<file path="config.mk">
export PLATFORM = sky130hd
export DESIGN_NAME = id_feeder
export DESIGN_NICKNAME = d
export VERILOG_FILES = /design/src/rtl/id_feeder.sv
export SDC_FILE = /design/constraint.sdc
export NUM_CORES = 1
export LEC_CHECK = 0
export BUFFER_PORTS_ARGS = -buffer_cell sky130_fd_sc_hd__buf_2
export CORE_MARGIN = 2
export CORE_UTILIZATION = 55
export CTS_BUF_LIST = sky130_fd_sc_hd__clkbuf_16
export DETAILED_ROUTE_END_ITERATION = 8
export PLACE_DENSITY_LB_ADDON = 0.08
export SLEW_MARGIN = 10
export SYNTH_ARGS = -nofsm -noshare
export SYNTH_HDL_FRONTEND = slang
export SYNTH_SLANG_ARGS = --single-unit
</file>
<file path="constraint.sdc">
create_clock -name clk -period 4.15 [get_ports clk]
set_input_delay 0.415 -clock clk [delete_from_list [all_inputs] [get_ports clk]]
set_output_delay 0.415 -clock clk [all_outputs]
set_load 0.03 [all_outputs]
</file>
<file path="src/rtl/id_feeder.sv">
// ---------------------------------------------------------------------------
// id_feeder
//   Upstream stage of the ID checker. Takes one complete ID per request
//   (letter index + nine BCD digits), maps the letter to its two-digit area
//   code, streams ten beats (area code, d1..d9) into the checker, waits for
//   the checker verdict and hands it back over a valid/ready response channel.
//
//   Parameters
//     TIMEOUT_CYCLES   max cycles spent waiting for chk_out_valid (>=2)
//
//   Optional feature (compile-time macro)
//     IDF_FORMAT_CHECK_EN  when defined, a letter index >25 or any digit >9
//                          aborts the request with resp_err=1 and no beats.
//
//   Ports
//     clk, rst_n         clock, asynchronous active-low reset
//     req_valid/ready    request handshake (ready only in IDLE)
//     req_letter         letter index, A=0 .. Z=25
//     req_digits         d1 at [35:32] .. d9 at [3:0], BCD
//     chk_in_valid/id    beat stream to the checker
//     chk_out_valid      checker verdict strobe, chk_out_legal_id verdict
//     resp_valid/ready   response handshake
//     resp_legal         1 = ID legal (meaningful only with resp_err=0)
//     resp_err           1 = aborted (format error or timeout)
// ---------------------------------------------------------------------------
module id_feeder #(
    parameter int TIMEOUT_CYCLES = 16
) (
    input  logic        clk,
    input  logic        rst_n,
    input  logic        req_valid,
    output logic        req_ready,
    input  logic [4:0]  req_letter,
    input  logic [35:0] req_digits,
    output logic        chk_in_valid,
    output logic [5:0]  chk_in_id,
    input  logic        chk_out_valid,
    input  logic        chk_out_legal_id,
    output logic        resp_valid,
    input  logic        resp_ready,
    output logic        resp_legal,
    output logic        resp_err
);
    localparam int TW = $clog2(TIMEOUT_CYCLES + 1);

    typedef enum logic [1:0] {IDLE, SEND, WAIT, RESP} state_t;

    typedef struct packed {
        logic valid;
        logic legal;
        logic err;
    } resp_t;

    state_t        state_q, state_d;
    logic [3:0]    beat_q, beat_d;
    logic [TW-1:0] tmo_q, tmo_d;
    logic [35:0]   dig_q, dig_d;
    logic          req_ready_d;
    logic          civ_d;
    logic [5:0]    cid_d;
    resp_t         resp_q, resp_d;
    logic          fmt_err;

    function automatic logic [5:0] area_code(input logic [4:0] l);
        logic [5:0] a;
        case (l)
            5'd0:    a = 6'd10;
            5'd1:    a = 6'd11;
            5'd2:    a = 6'd12;
            5'd3:    a = 6'd13;
            5'd4:    a = 6'd14;
            5'd5:    a = 6'd15;
            5'd6:    a = 6'd16;
            5'd7:    a = 6'd17;
            5'd8:    a = 6'd34;
            5'd9:    a = 6'd18;
            5'd10:   a = 6'd19;
            5'd11:   a = 6'd20;
            5'd12:   a = 6'd21;
            5'd13:   a = 6'd22;
            5'd14:   a = 6'd35;
            5'd15:   a = 6'd23;
            5'd16:   a = 6'd24;
            5'd17:   a = 6'd25;
            5'd18:   a = 6'd26;
            5'd19:   a = 6'd27;
            5'd20:   a = 6'd28;
            5'd21:   a = 6'd29;
            5'd22:   a = 6'd32;
            5'd23:   a = 6'd30;
            5'd24:   a = 6'd31;
            5'd25:   a = 6'd33;
            default: a = 6'd0;
        endcase
        return a;
    endfunction

`ifdef IDF_FORMAT_CHECK_EN
    always_comb begin
        fmt_err = (req_letter > 5'd25);
        for (int i = 0; i < 9; i++)
            if (req_digits[i*4 +: 4] > 4'd9) fmt_err = 1'b1;
    end
`else
    assign fmt_err = 1'b0;
`endif

    assign resp_valid = resp_q.valid;
    assign resp_legal = resp_q.legal;
    assign resp_err   = resp_q.err;

    // Every output is a flop; this block computes all next values.
    always_comb begin
        state_d     = state_q;
        beat_d      = beat_q;
        tmo_d       = tmo_q;
        dig_d       = dig_q;
        req_ready_d = req_ready;
        civ_d       = chk_in_valid;
        cid_d       = chk_in_id;
        resp_d      = resp_q;
        case (state_q)
            IDLE: begin
                if (req_valid && req_ready) begin
                    req_ready_d = 1'b0;
                    dig_d       = req_digits;
                    if (fmt_err) begin
                        state_d = RESP;
                        resp_d  = '{valid: 1'b1, legal: 1'b0, err: 1'b1};
                    end else begin
                        // Beat 0 goes out in the cycle right after accept.
                        state_d = SEND;
                        civ_d   = 1'b1;
                        cid_d   = area_code(req_letter);
                        beat_d  = 4'd1;
                    end
                end
            end
            SEND: begin
                if (beat_q == 4'd10) begin
                    civ_d   = 1'b0;
                    cid_d   = '0;
                    beat_d  = '0;
                    tmo_d   = '0;
                    state_d = WAIT;
                end else begin
                    // Digits leave MSB-first from a shift register.
                    cid_d  = {2'b00, dig_q[35:32]};
                    dig_d  = {dig_q[31:0], 4'h0};
                    beat_d = beat_q + 4'd1;
                end
            end
            WAIT: begin
                // A verdict arriving on the last allowed cycle beats the timeout.
                if (chk_out_valid) begin
                    resp_d  = '{valid: 1'b1, legal: chk_out_legal_id, err: 1'b0};
                    tmo_d   = '0;
                    state_d = RESP;
                end else if (tmo_q == TW'(TIMEOUT_CYCLES - 1)) begin
                    resp_d  = '{valid: 1'b1, legal: 1'b0, err: 1'b1};
                    tmo_d   = '0;
                    state_d = RESP;
                end else begin
                    tmo_d = tmo_q + TW'(1);
                end
            end
            RESP: begin
                if (resp_ready) begin
                    resp_d      = '0;
                    req_ready_d = 1'b1;
                    state_d     = IDLE;
                end
            end
            default: state_d = IDLE;
        endcase
    end

    always_ff @(posedge clk or negedge rst_n) begin
        if (!rst_n) begin
            state_q      <= IDLE;
            beat_q       <= '0;
            tmo_q        <= '0;
            dig_q        <= '0;
            req_ready    <= 1'b1;
            chk_in_valid <= 1'b0;
            chk_in_id    <= '0;
            resp_q       <= '0;
        end else begin
            state_q      <= state_d;
            beat_q       <= beat_d;
            tmo_q        <= tmo_d;
            dig_q        <= dig_d;
            req_ready    <= req_ready_d;
            chk_in_valid <= civ_d;
            chk_in_id    <= cid_d;
            resp_q       <= resp_d;
        end
    end

endmodule

</file>
==> Word level (Yosys, flattened, before mapping) <==
Memory sizes are Yosys's and may differ from the RTL's.
Index checks and enable logic that the tools add are counted.
{ "totals": {"elab_cells": 65, "romBits": 192, "n_memories": 1, "output_inout_bits": 11, "inputBits": 47, "reg_bits": 58} }
{ "classes": {"n_addsub": 2, "n_reduce_logical": 13, "mux": 29, "eq_ne": 10} }
{ "memory_table": {"columns": ["name", "depth", "width", "read_ports", "rd_clocked_by_memory_dff", "wr", "line_no", "source"], "rows": [
  ["(no name shown)", 32, 6, 1, 0, 0, "66", "case (l)"]
]} }
{ "ops": {"columns": ["cell", "n"], "rows": [
  ["2-to-1 mux 36 bit", 2],
  ["one-hot mux 36 bit (2 select lines)", 1],
  ["2-to-1 mux 5 bit", 3],
  ["2-to-1 mux 4 bit", 3],
  ["one-hot mux 6 bit (2 select lines)", 1],
  ["AND reduction 3 bit", 4],
  ["2-to-1 mux 2 bit", 5],
  ["one-hot mux 5 bit (2 select lines)", 1],
  ["2-to-1 mux 3 bit", 3],
  ["inequality test 2 bit (second input constant)", 4],
  ["one-hot mux 2 bit (4 select lines)", 1],
  ["one-hot mux 4 bit (2 select lines)", 1],
  ["nonzero test 2 bit", 4],
  ["2-to-1 mux 6 bit", 1],
  ["one-hot mux 3 bit (2 select lines)", 1],
  ["adder 5 x 1 -> 5 bit (second input constant)", 1],
  ["equality test 5 x 4 -> 1 bit (second input constant)", 1],
  ["adder 4 x 1 -> 4 bit (second input constant)", 1],
  ["equality test 2 bit (second input constant)", 2],
  ["equality test 4 bit (second input constant)", 1],
  ["2-to-1 mux 1 bit", 4],
  ["one-hot mux 1 bit (2 select lines)", 2],
  ["AND reduction 2 bit", 2],
  ["AND reduction 4 bit", 1],
  ["other kinds (4)", 4]
]} }

==> Depth between registers and ports, before layout <==
{ "logic_depth": {"ltp_word": 4, "depth_mapped": 8, "depth_no_buf": 6} }

==> Worst setup path before layout <==
No wires, ideal clock.
{ "synth_timing": {"kind": "register to register", "startpoint": "register state_q[0]", "endpoint": "register chk_in_id[0]", "path_slack_ns": 2.482, "arrival_time_ns": 1.542, "synth_period_minus_slack_ns": 1.668, "t_required_ns": 4.024, "setup_ns": 0.126, "path_stages_with_launch": 7, "n_path_buf": 1, "cell_sequence": "dfrtp_1 -> inv_1 -> ha_1 -> nand2b_1 -> and2_1 -> buf_2 -> a221o_1"} }
{ "synth_between": {"elab_chain_cells": 3, "word_cells_on_any_way": 6, "cone_classes": "eq/ne: 2; mux: 1; reduce/logical: 3"} }
{ "synth_lines": {"columns": ["element", "line_no", "source"], "rows": [
  ["from (decl)", "54", "state_t state_q, state_d;"],
  ["from (signal assigned)", "189", "state_q <= state_d;"],
  ["equality test 2 x 1 -> 1 bit or logical NOT 2 bit (tied branches)", "122", "case (state_q)"],
  ["nonzero test 2 bit (no line) or inequality test 2 bit (tied branches)", null, null],
  ["AND reduction 2 bit (no line)", null, null],
  ["to (signal assigned)", "195", "chk_in_id <= cid_d;"],
  ["to (decl)", "36", "output logic [5:0] chk_in_id,"]
]} }
Parallel ways exist; a longest one is shown, timed or not.
A chain may end at the register's enable or synchronous reset.

==> Worst setup path after layout <==
{ "layout_timing": {"startpoint": "register state_q[1]", "endpoint": "register dig_q[33]"} }
{ "layout_between": {"elab_chain_cells": 3, "word_cells_on_any_way": 7, "cone_classes": "eq/ne: 3; mux: 1; reduce/logical: 3"} }
{ "layout_lines": {"columns": ["element", "line_no", "source"], "rows": [
  ["equality test 2 x 1 -> 1 bit or logical NOT 2 bit (tied branches)", "122", null],
  ["inequality test 2 bit (no line) or nonzero test 2 bit (tied branches)", null, null],
  ["AND reduction 3 bit (no line)", null, null],
  ["to (signal assigned)", "192", "dig_q <= dig_d;"],
  ["to (decl)", "57", "logic [35:0] dig_q, dig_d;"]
]} }
Parallel ways exist; a longest one is shown, timed or not.

==> results.txt <==
Counting the fill cells in the layout gives 459. Among all cell types in the netlist, the one instantiated most often is dfrtp_1. The clock reaches the later pin of the worst-skew pair after 0.32 ns.

The TritonCTS sink count is 58. The full die area came out at 0.00628 mm2. Input and output buffers added on the ports amount to 57. In this run the count of I/O pins placed on the die edge is 58. The endpoint identified for the worst register-to-register timing path is dig_q[33]$_DFFE_PN0P_. Setup repair after global routing left no endpoint under its margin. The sequential element share of the synthesized area came out at 0.467. The internal portion of the total power is 0.00176 W. In the final layout, flip-flops and latches occupy 0.00145 mm2. The final critical delay including setup and external delays came out at 2.62 ns. Gates resized during post-CTS repair numbered 0. The overflow left after global routing is 0. The number of global-route vias before repair came out at 2283.

Data arrives at the worst endpoint at 2.87 ns. The post-CTS clock slew at the launch and capture registers of the worst setup and hold paths is 0.05 ns. The final period utilization came out at 0.632. The initial utilization of the core area, before any placement, comes to 0.569. The peak supply drop came out at 459 uV.

Static timing analysis puts the maximum clock frequency at 0.381 GHz. For this run, the total global-route usage over all layers was measured as 0.221. The leakage power summed over all cells is 1.70 nW.

The number of max-cap violations came out at 0. The routability congestion estimate came out at 0.827. The share of flip-flops with an asynchronous set or reset is 1.00.

Dividing the synthesized area by the synthesized cell count gives 10.1 um2. Yosys printed 0 warnings. The transition at the pin with the smallest max-transition slack is 1.02 ns. Entering global routing, the biggest net connects 48 pins. The worst setup slack before clock tree synthesis is 1.52 ns. The total of flip-flops plus latches after synthesis is 58. Counting every net in the synthesized netlist gives 367. The end-of-flow core utilization came out at 0.674. The number of buffers added to fix hold violations after cts came out at 0. From left edge to right edge, the die measures 79.2 um. The biggest area contributor in the post-synthesis netlist is dfrtp_1. The clock tree skew after final layout is 0.00502 ns.

For this design the ratio of total power to cell area is 781 mW/mm2. The number of buffers inserted during clock tree synthesis is 9. TritonCTS built the clock tree. The logic gate share of total power came out at 0.414. The area growth from synthesis to layout is 18.6%.

The final-report max-slew violation count was 0. The fraction of power consumed by sequential logic is 0.342. The area inside the core boundary is 0.00547 mm2. Headroom to the max-slew limit came out at 0.319. The first-pass GRT wire length is 10600 um. The switching power summed over all nets came out at 0.00112 W. The tree is rooted in a clkbuf_16. The placed instance count is 423. The count of TritonRoute iterations in the first routing pass came out at 4. The detailed router placed 2392 vias in this run.

The critical setup path kind is reg -> reg. The number of antenna violations at the first check in global routing came out at 0. The total half-perimeter wirelength after legalization and detailed placement is 4360 um. The average wire length per cell after detail routing is 14.5 um.

The most used flip-flop cell after synthesis is dfrtp_1. Setup total negative slack on the finished layout was measured at 0 ns. The count of flip-flops with a built-in enable after synthesis came out at 0. The fraction of final layout cells with drive strength greater than 1 came out at 0.226.

The count of nets left with antenna violations once routing finished came out at 0. The DRC violation count after routing came out at 0. The switching share of total power came out at 0.389. The final layout contains routed wiring with a total length of 6360 um. The H-tree generated during clock tree synthesis spans 3 levels. The number of setup buffers added after CTS is 0. The tightest min-delay check is of the in -> async type. The vertical die dimension came out at 79.2 um. The count of endpoints failing setup in the final report came out at 0.

The share of synthesized area in the top cell type comes to 0.458. In the synthesized netlist, the cells that appear most often are dfrtp_1, a21oi_1, nor2_1. The total standard cell area after synthesis came out at 0.00311 mm2. The flow ran to the end, and the final reports show no timing, DRC or antenna violations.

Setup slack closes at 1.53 ns. STA classifies the critical path startpoint as a flop. The critical register-to-register path startpoint is state_q[1]$_DFFE_PN0P_. The maximum root-to-sink buffer count is 2. The final-report hold violation count came to 0. The final-stage net count came out at 420. The worst setup path is captured at a flop. The required time at the worst-slack endpoint came out at 4.40 ns.

Dividing the detail-routed via count by the number of cells gives 5.45. The count of different cell masters after synthesis is 53. The detailed router finished its first iteration with 93 violations. The slack of the worst reg-to-reg path is 1.53 ns.

Ranked by total cell area, the synthesized netlist is headed by dfrtp_1, mux2i_1, a21oi_1. In the final layout, the multi-input gates occupy 0.00151 mm2. 0 antenna diodes ended up in the layout. The finished layout holds 439 standard cells, fillers aside. The cell count of the worst reg-to-reg path came out at 7. The synthesized instance count is 309.

The number of core rows is 27. The power share of the clock group is 0.245. In this run the worst path has a maximum fanout of 47.
## per-stage QoR
step	total power, W	instance area [um2]	hold WS [ns]
6_report	0.00288	3690	0.127
5_1_grt	0.00310	3690	0.175
4_1_cts	0.00290	3690	0.149
3_5_place_dp	0.00219	3400	0.477
3_3_place_gp	0.00215	3400	0.481
2_1_floorplan	0.00193	3110	0.119
## sequential cells by signal, summed over array words and instances (netlist names)
register      count
chk_in_valid      1
dig_q            36
resp_legal        1
chk_in_id         6
resp_err          1
state_q           2
tmo_q             5
beat_q            4
resp_valid        1
req_ready         1
## worst max-delay path, stage by stage (launching register included)
cell and delay [ns]:
dfrtp_1 0.40, inv_1 0.11, ha_2 0.46, nand2b_1 0.20, a21oi_4 0.84, buf_4 0.36
nor2_1 0.06, a21oi_1 0.12
## how the worst max path moves through the flow
stage | from | endpoint | slack, ns | cells past startpoint
2_1_floorplan | state_q[0]$_DFFE_PN0P_ | chk_in_id[0]$_DFFE_PN0P_ | 2.48 | 6
3_3_place_gp | state_q[1]$_DFFE_PN0P_ | dig_q[23]$_DFFE_PN0P_ | 1.57 | 7
3_5_place_dp | state_q[1]$_DFFE_PN0P_ | dig_q[33]$_DFFE_PN0P_ | 1.52 | 7
4_1_cts | state_q[1]$_DFFE_PN0P_ | dig_q[33]$_DFFE_PN0P_ | 1.50 | 7
5_1_grt | state_q[1]$_DFFE_PN0P_ | dig_q[35]$_DFFE_PN0P_ | 1.20 | 7
6_report | state_q[1]$_DFFE_PN0P_ | dig_q[33]$_DFFE_PN0P_ | 1.53 | 7
## cell families after synthesis
family	Yosys count	share of synthesized area
AND/OR/NAND/NOR	82	0.130
buffers and inverters	29	0.0482
adder cells (fa/ha/maj)	12	0.0474
flip-flops	58	0.467
XOR/XNOR	1	0.00282
multiplexers	35	0.113
AO/OA/AOI/OAI	92	0.192
## layout by cell type, fill, tap and decap left out, types with 3 or more instances in the layout
cell	n
dfrtp_1	57
buf_2	57
a22oi_1	4
clkbuf_16	9
nor2_1	39
nor2b_1	3
a22o_1	7
a21oi_1	42
a21o_1	3
nand3_1	4
nand2_1	11
ha_1	10
nand2b_1	6
o2bb2ai_1	5
o21ai_0	11
nor3_1	4
mux2i_1	34
inv_1	11
buf_4	3
and3_1	4
## power groups by stage
stage / Sequential [W] / Combinational (W) / Clock (W)
finish: 0.000984 / 0.00119 / 0.000705
global placement: 0.000982 / 0.00117 / 0
CTS: 0.000985 / 0.00121 / 0.000712
detailed placement: 0.000989 / 0.00120 / 0
global route: 0.00101 / 0.00135 / 0.000744
floorplan: 0.00105 / 0.000882 / 0
## layout make-up
| type | count | share of cell area |
|---|---|---|
| clock buffers | 9 | 0.0610 |
| clock inverters | 7 | 0.0166 |
| inverters | 11 | 0.0112 |
| multi-input cells | 222 | 0.410 |
| flip-flops and latches | 58 | 0.394 |
| well taps | 72 | 0.0244 |
| repair buffers | 60 | 0.0834 |
## routing by layer
| metal | vias to the layer above | global-route usage | part of all wire |
|---|---|---|---|
| met5 | - | 0 | 0 |
| met4 | 0 | 0.0879 | 0.013 |
| met3 | 8 | 0.0568 | 0.044 |
| met2 | 53 | 0.342 | 0.47 |
| met1 | 1114 | 0.298 | 0.47 |
| li1 | 1217 | - | - |
Note: power is estimated with default switching activity, not from simulation.
